<file path="src/rtl/mem_pkg.sv">
// rtl/mem_pkg.sv - shared memory-access encodings for the load and store paths
package mem_pkg;

  // Access size as driven by the control unit (SB/SH/SW and LB/LH/LW)
  typedef enum logic [1:0] {
    SZ_BYTE = 2'b00,
    SZ_HALF = 2'b01,
    SZ_WORD = 2'b10,
    SZ_RSVD = 2'b11
  } size_e;

  // Error codes reported alongside an aborted store
  localparam logic [1:0] ERR_NONE     = 2'b00;
  localparam logic [1:0] ERR_MISALIGN = 2'b01;
  localparam logic [1:0] ERR_TIMEOUT  = 2'b10;
  localparam logic [1:0] ERR_SIZE     = 2'b11;

  // Store formatter FSM states
  typedef enum logic [1:0] {
    IDLE = 2'b00,
    REQ  = 2'b01,
    DONE = 2'b10,
    ERR  = 2'b11
  } st_state_e;

endpackage

</file>
<file path="src/rtl/store_lane_align.sv">
// rtl/store_lane_align.sv - replicates store data onto byte lanes and builds byte enables
module store_lane_align
  import mem_pkg::*;
(
  input  logic [1:0]  size,
  input  logic [1:0]  addr_lo,
  input  logic [31:0] data,
  output logic [31:0] wdata,
  output logic [3:0]  be,
  output logic        misaligned
);

  // Lane replication: the memory picks the right lane via be, so every lane carries the value
  always_comb begin
    wdata      = 32'h0;
    be         = 4'b0000;
    misaligned = 1'b0;
    case (size)
      SZ_BYTE: begin
        wdata = {4{data[7:0]}};
        be    = 4'b0001 << addr_lo;
      end
      SZ_HALF: begin
        wdata      = {2{data[15:0]}};
        be         = addr_lo[1] ? 4'b1100 : 4'b0011;
        misaligned = addr_lo[0];
      end
      SZ_WORD: begin
        wdata      = data;
        be         = 4'b1111;
        misaligned = (addr_lo != 2'b00);
      end
      default: begin
        wdata = 32'h0;
        be    = 4'b0000;
      end
    endcase
  end

endmodule

</file>
<file path="src/rtl/store_lane_formatter.sv">
// rtl/store_lane_formatter.sv - formats a store and runs one req/ack memory write with timeout
module store_lane_formatter
  import mem_pkg::*;
#(
  parameter int DATA_W      = 32,
  parameter int ADDR_W      = 32,
  parameter int ACK_TIMEOUT = 15
) (
  input  logic              clk,
  input  logic              rst_n,
  input  logic              st_valid,
  output logic              st_ready,
  input  logic [1:0]        st_size,
  input  logic [ADDR_W-1:0] st_addr,
  input  logic [DATA_W-1:0] st_data,
  output logic              mem_req,
  output logic [ADDR_W-1:0] mem_addr,
  output logic [DATA_W-1:0] mem_wdata,
  output logic [3:0]        mem_be,
  input  logic              mem_ack,
  output logic              st_done,
  output logic              st_err,
  output logic [1:0]        st_err_code
);

  localparam int CNT_W = $clog2(ACK_TIMEOUT + 1);

  st_state_e         state, state_nx;
  logic [CNT_W-1:0]  cnt;
  logic [ADDR_W-1:0] addr_q;
  logic [DATA_W-1:0] wdata_q;
  logic [3:0]        be_q;
  logic [1:0]        err_q, err_nx;
  logic [DATA_W-1:0] fmt_wdata;
  logic [3:0]        fmt_be;
  logic              fmt_misal;
  logic              timeout_hit;

  store_lane_align u_align (
    .size       (st_size),
    .addr_lo    (st_addr[1:0]),
    .data       (st_data),
    .wdata      (fmt_wdata),
    .be         (fmt_be),
    .misaligned (fmt_misal)
  );

  // Last no-ack cycle of REQ: counter already shows ACK_TIMEOUT-1 completed waits
  assign timeout_hit = (cnt == CNT_W'(ACK_TIMEOUT - 1));

  // Next-state: reserved size outranks misalignment; ack outranks timeout
  always_comb begin
    state_nx = state;
    err_nx   = err_q;
    case (state)
      IDLE: begin
        if (st_valid) begin
          if (st_size == SZ_RSVD) begin
            state_nx = ERR;
            err_nx   = ERR_SIZE;
          end else if (fmt_misal) begin
            state_nx = ERR;
            err_nx   = ERR_MISALIGN;
          end else begin
            state_nx = REQ;
          end
        end
      end
      REQ: begin
        if (mem_ack) begin
          state_nx = DONE;
        end else if (timeout_hit) begin
          state_nx = ERR;
          err_nx   = ERR_TIMEOUT;
        end
      end
      DONE:    state_nx = IDLE;
      ERR:     state_nx = IDLE;
      default: state_nx = IDLE;
    endcase
  end

  // State, wait counter and the transaction registers held stable through REQ
  always_ff @(posedge clk) begin
    if (!rst_n) begin
      state   <= IDLE;
      cnt     <= '0;
      addr_q  <= '0;
      wdata_q <= '0;
      be_q    <= 4'b0000;
      err_q   <= ERR_NONE;
    end else begin
      state <= state_nx;
      err_q <= err_nx;
      if (state == REQ && state_nx == REQ) begin
        cnt <= cnt + 1'b1;
      end else begin
        cnt <= '0;
      end
      if (state == IDLE && st_valid) begin
        addr_q  <= {st_addr[ADDR_W-1:2], 2'b00};
        wdata_q <= fmt_wdata;
        be_q    <= fmt_be;
      end
    end
  end

  assign st_ready    = (state == IDLE);
  assign mem_req     = (state == REQ);
  assign mem_addr    = addr_q;
  assign mem_wdata   = wdata_q;
  assign mem_be      = (state == REQ) ? be_q : 4'b0000;
  assign st_done     = (state == DONE);
  assign st_err      = (state == ERR);
  assign st_err_code = (state == ERR) ? err_q : ERR_NONE;

endmodule

</file>
<file path="config.mk">
export PLATFORM = sky130hd
export DESIGN_NAME = store_lane_formatter
export DESIGN_NICKNAME = d
export VERILOG_FILES = /design/src/rtl/mem_pkg.sv /design/src/rtl/store_lane_align.sv /design/src/rtl/store_lane_formatter.sv
export SDC_FILE = /design/constraint.sdc
export NUM_CORES = 1
export LEC_CHECK = 0
export CAP_MARGIN = 20
export CORE_AREA = 4 4 89 91
export CTS_BUF_LIST = sky130_fd_sc_hd__clkbuf_8
export CTS_CLUSTER_SIZE = 12
export DETAILED_ROUTE_END_ITERATION = 16
export DIE_AREA = 0 0 93 95
export GPL_TIMING_DRIVEN = 0
export PLACE_DENSITY = 0.9
export SYNTH_ARGS = -nofsm -noshare
export SYNTH_HDL_FRONTEND = slang
export SYNTH_HIERARCHICAL = 1
export SYNTH_SLANG_ARGS = --single-unit
</file>
<file path="constraint.sdc">
create_clock -name clk -period 3.88 [get_ports clk]
set_input_delay 0.582 -clock clk [delete_from_list [all_inputs] [get_ports clk]]
set_output_delay 0.582 -clock clk [all_outputs]
set_load 0.05 [all_outputs]
</file>
==> summary.txt <==
Synth
  – Synth async-reset ratio: 0%
  – Top cells by area, synth: dfxtp_1, nand2_1, a21oi_1
  – Mapped Area: around 3300 um2
  – Post-synth top cells: nand2_1, a21oi_1, dfxtp_1
  – Avg Inst Size Synth: slightly below 8 um2
  – Synth Register Bits: 74
  – Share of the yosys chip area belonging to registers: between 40% and 50%
  – Distinct cell type count after synthesis: 36
  – Synth warn: 6
  – Mapped Cells: 428
  – Area leader, netlist: dfxtp_1
  – Top FF cell, synth: dfxtp_1
  – Synth top area share: ~45%
  – Number of synthesized flops with an enable pin: 0
  – Count leader, synth: nand2_1

Power and ir drop
  – VDD IR-drop max: roughly 0.22 mV
  – Design Power: ~2.0 mW
  – Clock share of power: between 30% and 40%
  – Sw Pwr: 629.7 uW
  – Pint: approximately 1.3 mW
  – Pwr dens: approximately 390 nW/um2
  – Seq pwr share: a little over two fifths
  – Logic pwr share: between 20% and 30%
  – Leakage power: 1.883 nW
  – Switching portion of total power: between 30% and 40%

Route
  – Average wire per standard cell: roughly 15 um
  – Vias: around 3,500
  – # DRC: 0
  – Vias per cell: slightly above 5
  – DR iter-0 viols: approximately 160
  – Routed Antenna Nets: 0
  – Total wire length: slightly above 10,000 um
  – Drt pass-1 iters: 5

Timing
  – Slew headroom: around three fifths
  – Slew Limit Fails: 0
  – Peak Freq: roughly 360 MHz
  – Tmin final: ~2.8 ns
  – Slew @ Worst Pin: between 0.5 and 0.6 ns
  – Setup TNS after final layout: 0 ns
  – Period Utilization, post-route: slightly above 70%
  – RSZ-0062 raised after global routing: no
  – Clk_skew: 0.009433 ns
  – Final Hold Viols: 0
  – # setup viols final: 0

Cells and area
  – # fillers: around 630
  – Antenna diode count: 0
  – Syn-to-layout area delta: 52.69%
  – Share of layout cells above drive strength 1: 7.679%
  – Final Core Density: 70.77%
  – Nets: 658

Critical path
  – Register-to-register setup slack: about 2.4 ns
  – Crit path max-delay family: buffers and inverters
  – Reg-to-Reg Start: state[1]$_SDFF_PN0_
  – R2R Path End: mem_wdata[11]$_SDFFE_PN0P_
  – Crit path DAT: between 2 and 2.5 ns
  – Slowest-stage cell, CP: clkdlybuf4s50_1
  – Crit path depth: 4
  – R2R cell count: 5
  – Crit path cell chain: buf_4, nor2b_1, and2_1, clkdlybuf4s50_1
  – Startpoint Class: flip-flop
  – Setup CP Type: reg -> out
  – Worst setup EP type: output pin
  – Max FO, Critical Path: 10
  – CP peak stage delay: roughly 0.8 ns
  – WP buf/inv: 2
  – Crit path required time: between 3 and 4 ns

Clock tree
  – Reg clk slew, reported paths: around 0.070 ns
  – # Post-CTS Setup Buffers: 0
  – Clock buffer count from CTS: 9
  – H-tree level count: 3
  – Hold-fix buffers, CTS: 0
  – CTS root buf: clkbuf_8
  – Post_cts resized: 0
  – Worst skew pair latency: between 0.3 and 0.4 ns
  – Clock sinks: 74
  – CTS tree: yes
  – Max clock buf depth: 2

GRT
  – Initial antenna violation count: 0
  – Grt ovf: 0
  – First-pass GRT wire length: between 15,000 and 20,000 um
  – Overall fraction of global-route tracks in use: between 20% and 30%
  – Largest net degree at the start of global routing: 14
  – Vias in the first global route: about 3,400

Placement
  – Port bufs: around 140
  – Routability cong.: about 0.87
  – DP HPWL: slightly below 8000 um

Floorplanning
  – I/O pin cnt: ~140
  – Die Area: approximately 9000 um2
  – Chip height: about 95 um
  – Die W: just over 90 um
  – Core Footprint: a little over 7000 um2
  – Starting Density: roughly 46%
  – Cell Rows: 31

Min path
  – Worst Hold Launch: mem_addr[18]$_SDFFE_PN0P_
  – Hold path endpoint: mem_addr[18]$_SDFFE_PN0P_
  – Hold path depth: 2
  – Hold Path Class: reg -> reg

Outcome
  – Status: finished clean

Run
  – Max Cap Viol: 0
## how the worst max path moves through the flow
stage                         from  slack, ns                     to
3_3_place_gp            st_size[0]       1.31  err_q[1]$_SDFFE_PN0P_
3_5_place_dp            st_size[0]       1.27  err_q[1]$_SDFFE_PN0P_
2_1_floorplan  state[0]$_SDFF_PN0_       1.48              mem_be[0]
5_1_grt        state[0]$_SDFF_PN0_       0.97              mem_be[3]
4_1_cts        state[0]$_SDFF_PN0_       1.10              mem_be[3]
6_report       state[0]$_SDFF_PN0_       1.11              mem_be[3]
## registers in the layout, summed over array words and instances, names as in the netlist
| signal | flops |
|---|---|
| be_q | 4 |
| cnt | 4 |
| err_q | 2 |
| mem_addr | 30 |
| mem_wdata | 32 |
| state | 2 |
## metal layers
layer,wire length (um),share of wire (%),vias to the layer above,GRT usage (%)
met1,4174,41,1604,27.44
li1,-,-,1731,-
met2,4929,49,148,38.93
met3,699,6.9,25,3.745
met4,291,2.9,0,11.84
met5,0,0,-,0
## placed cells by master (no fill, tap or decap), types with 2 or more instances in the layout
| cell type | instances |
|---|---|
| a21oi_1 | 87 |
| a22oi_1 | 9 |
| a22o_1 | 8 |
| inv_1 | 4 |
| and2_1 | 5 |
| nor2b_1 | 4 |
| buf_2 | 10 |
| a211oi_1 | 3 |
| nor3b_1 | 9 |
| o21ai_0 | 2 |
| clkinvlp_4 | 3 |
| clkbuf_1 | 10 |
| conb_1 | 2 |
| buf_4 | 7 |
| clkdlybuf4s50_1 | 141 |
| and3_1 | 3 |
| nand2_1 | 151 |
| ha_1 | 7 |
| buf_6 | 7 |
| dfxtp_1 | 74 |
| nor2_1 | 9 |
| nor3_1 | 2 |
| clkbuf_8 | 10 |
## power by group through the flow
stage	Combinational [mW]	Sequential (mW)	Clock, mW
floorplan	0.194	0.971	0
global placement	0.523	0.840	0
detailed placement	0.531	0.842	0
CTS	0.534	0.824	0.615
global route	0.569	0.830	0.645
finish	0.533	0.824	0.601
## final cells by class
| type | count | area (um2) | area share (%) |
|---|---|---|---|
| well taps | 99 | 123.9 | 2.452 |
| clock buffers | 10 | 137.6 | 2.725 |
| inverters | 5 | 18.77 | 0.3716 |
| plain buffers | 34 | 219.0 | 4.335 |
| repair buffers | 141 | 1411 | 27.94 |
| multi-input cells | 316 | 1593 | 31.53 |
| clock inverters | 6 | 66.31 | 1.313 |
| flip-flops and latches | 74 | 1481 | 29.33 |
## tightest hold or removal path, cell delays in order (launching register included)
cell and delay [ns]:
dfxtp_1 0.31, nand2_1 0.05, a21oi_1 0.05
## metrics by stage
step	area, um2	hold slack, ns	setup slack [ns]	std cells
floorplan	3312	0.4317	1.477	429
global placement	4847	0.4410	1.314	669
detailed placement	4847	0.4463	1.271	669
CTS	5051	0.4561	1.097	685
global route	5051	0.4803	0.9749	685
finish	5051	0.4536	1.110	685
## cells by family (layout without fill, tap and decap cells)
group,Yosys count,count (layout),share of synthesized area [%]
muxes,1,1,0.3026
other,1,2,0.1134
buffers and inverters,39,196,7.186
and+or+nand+nor,190,190,24.85
DFF,74,74,44.78
adders and majority gates,7,7,2.647
AOI/OAI and AO/OA,116,116,20.12
(Power assumes the default switching activity.)
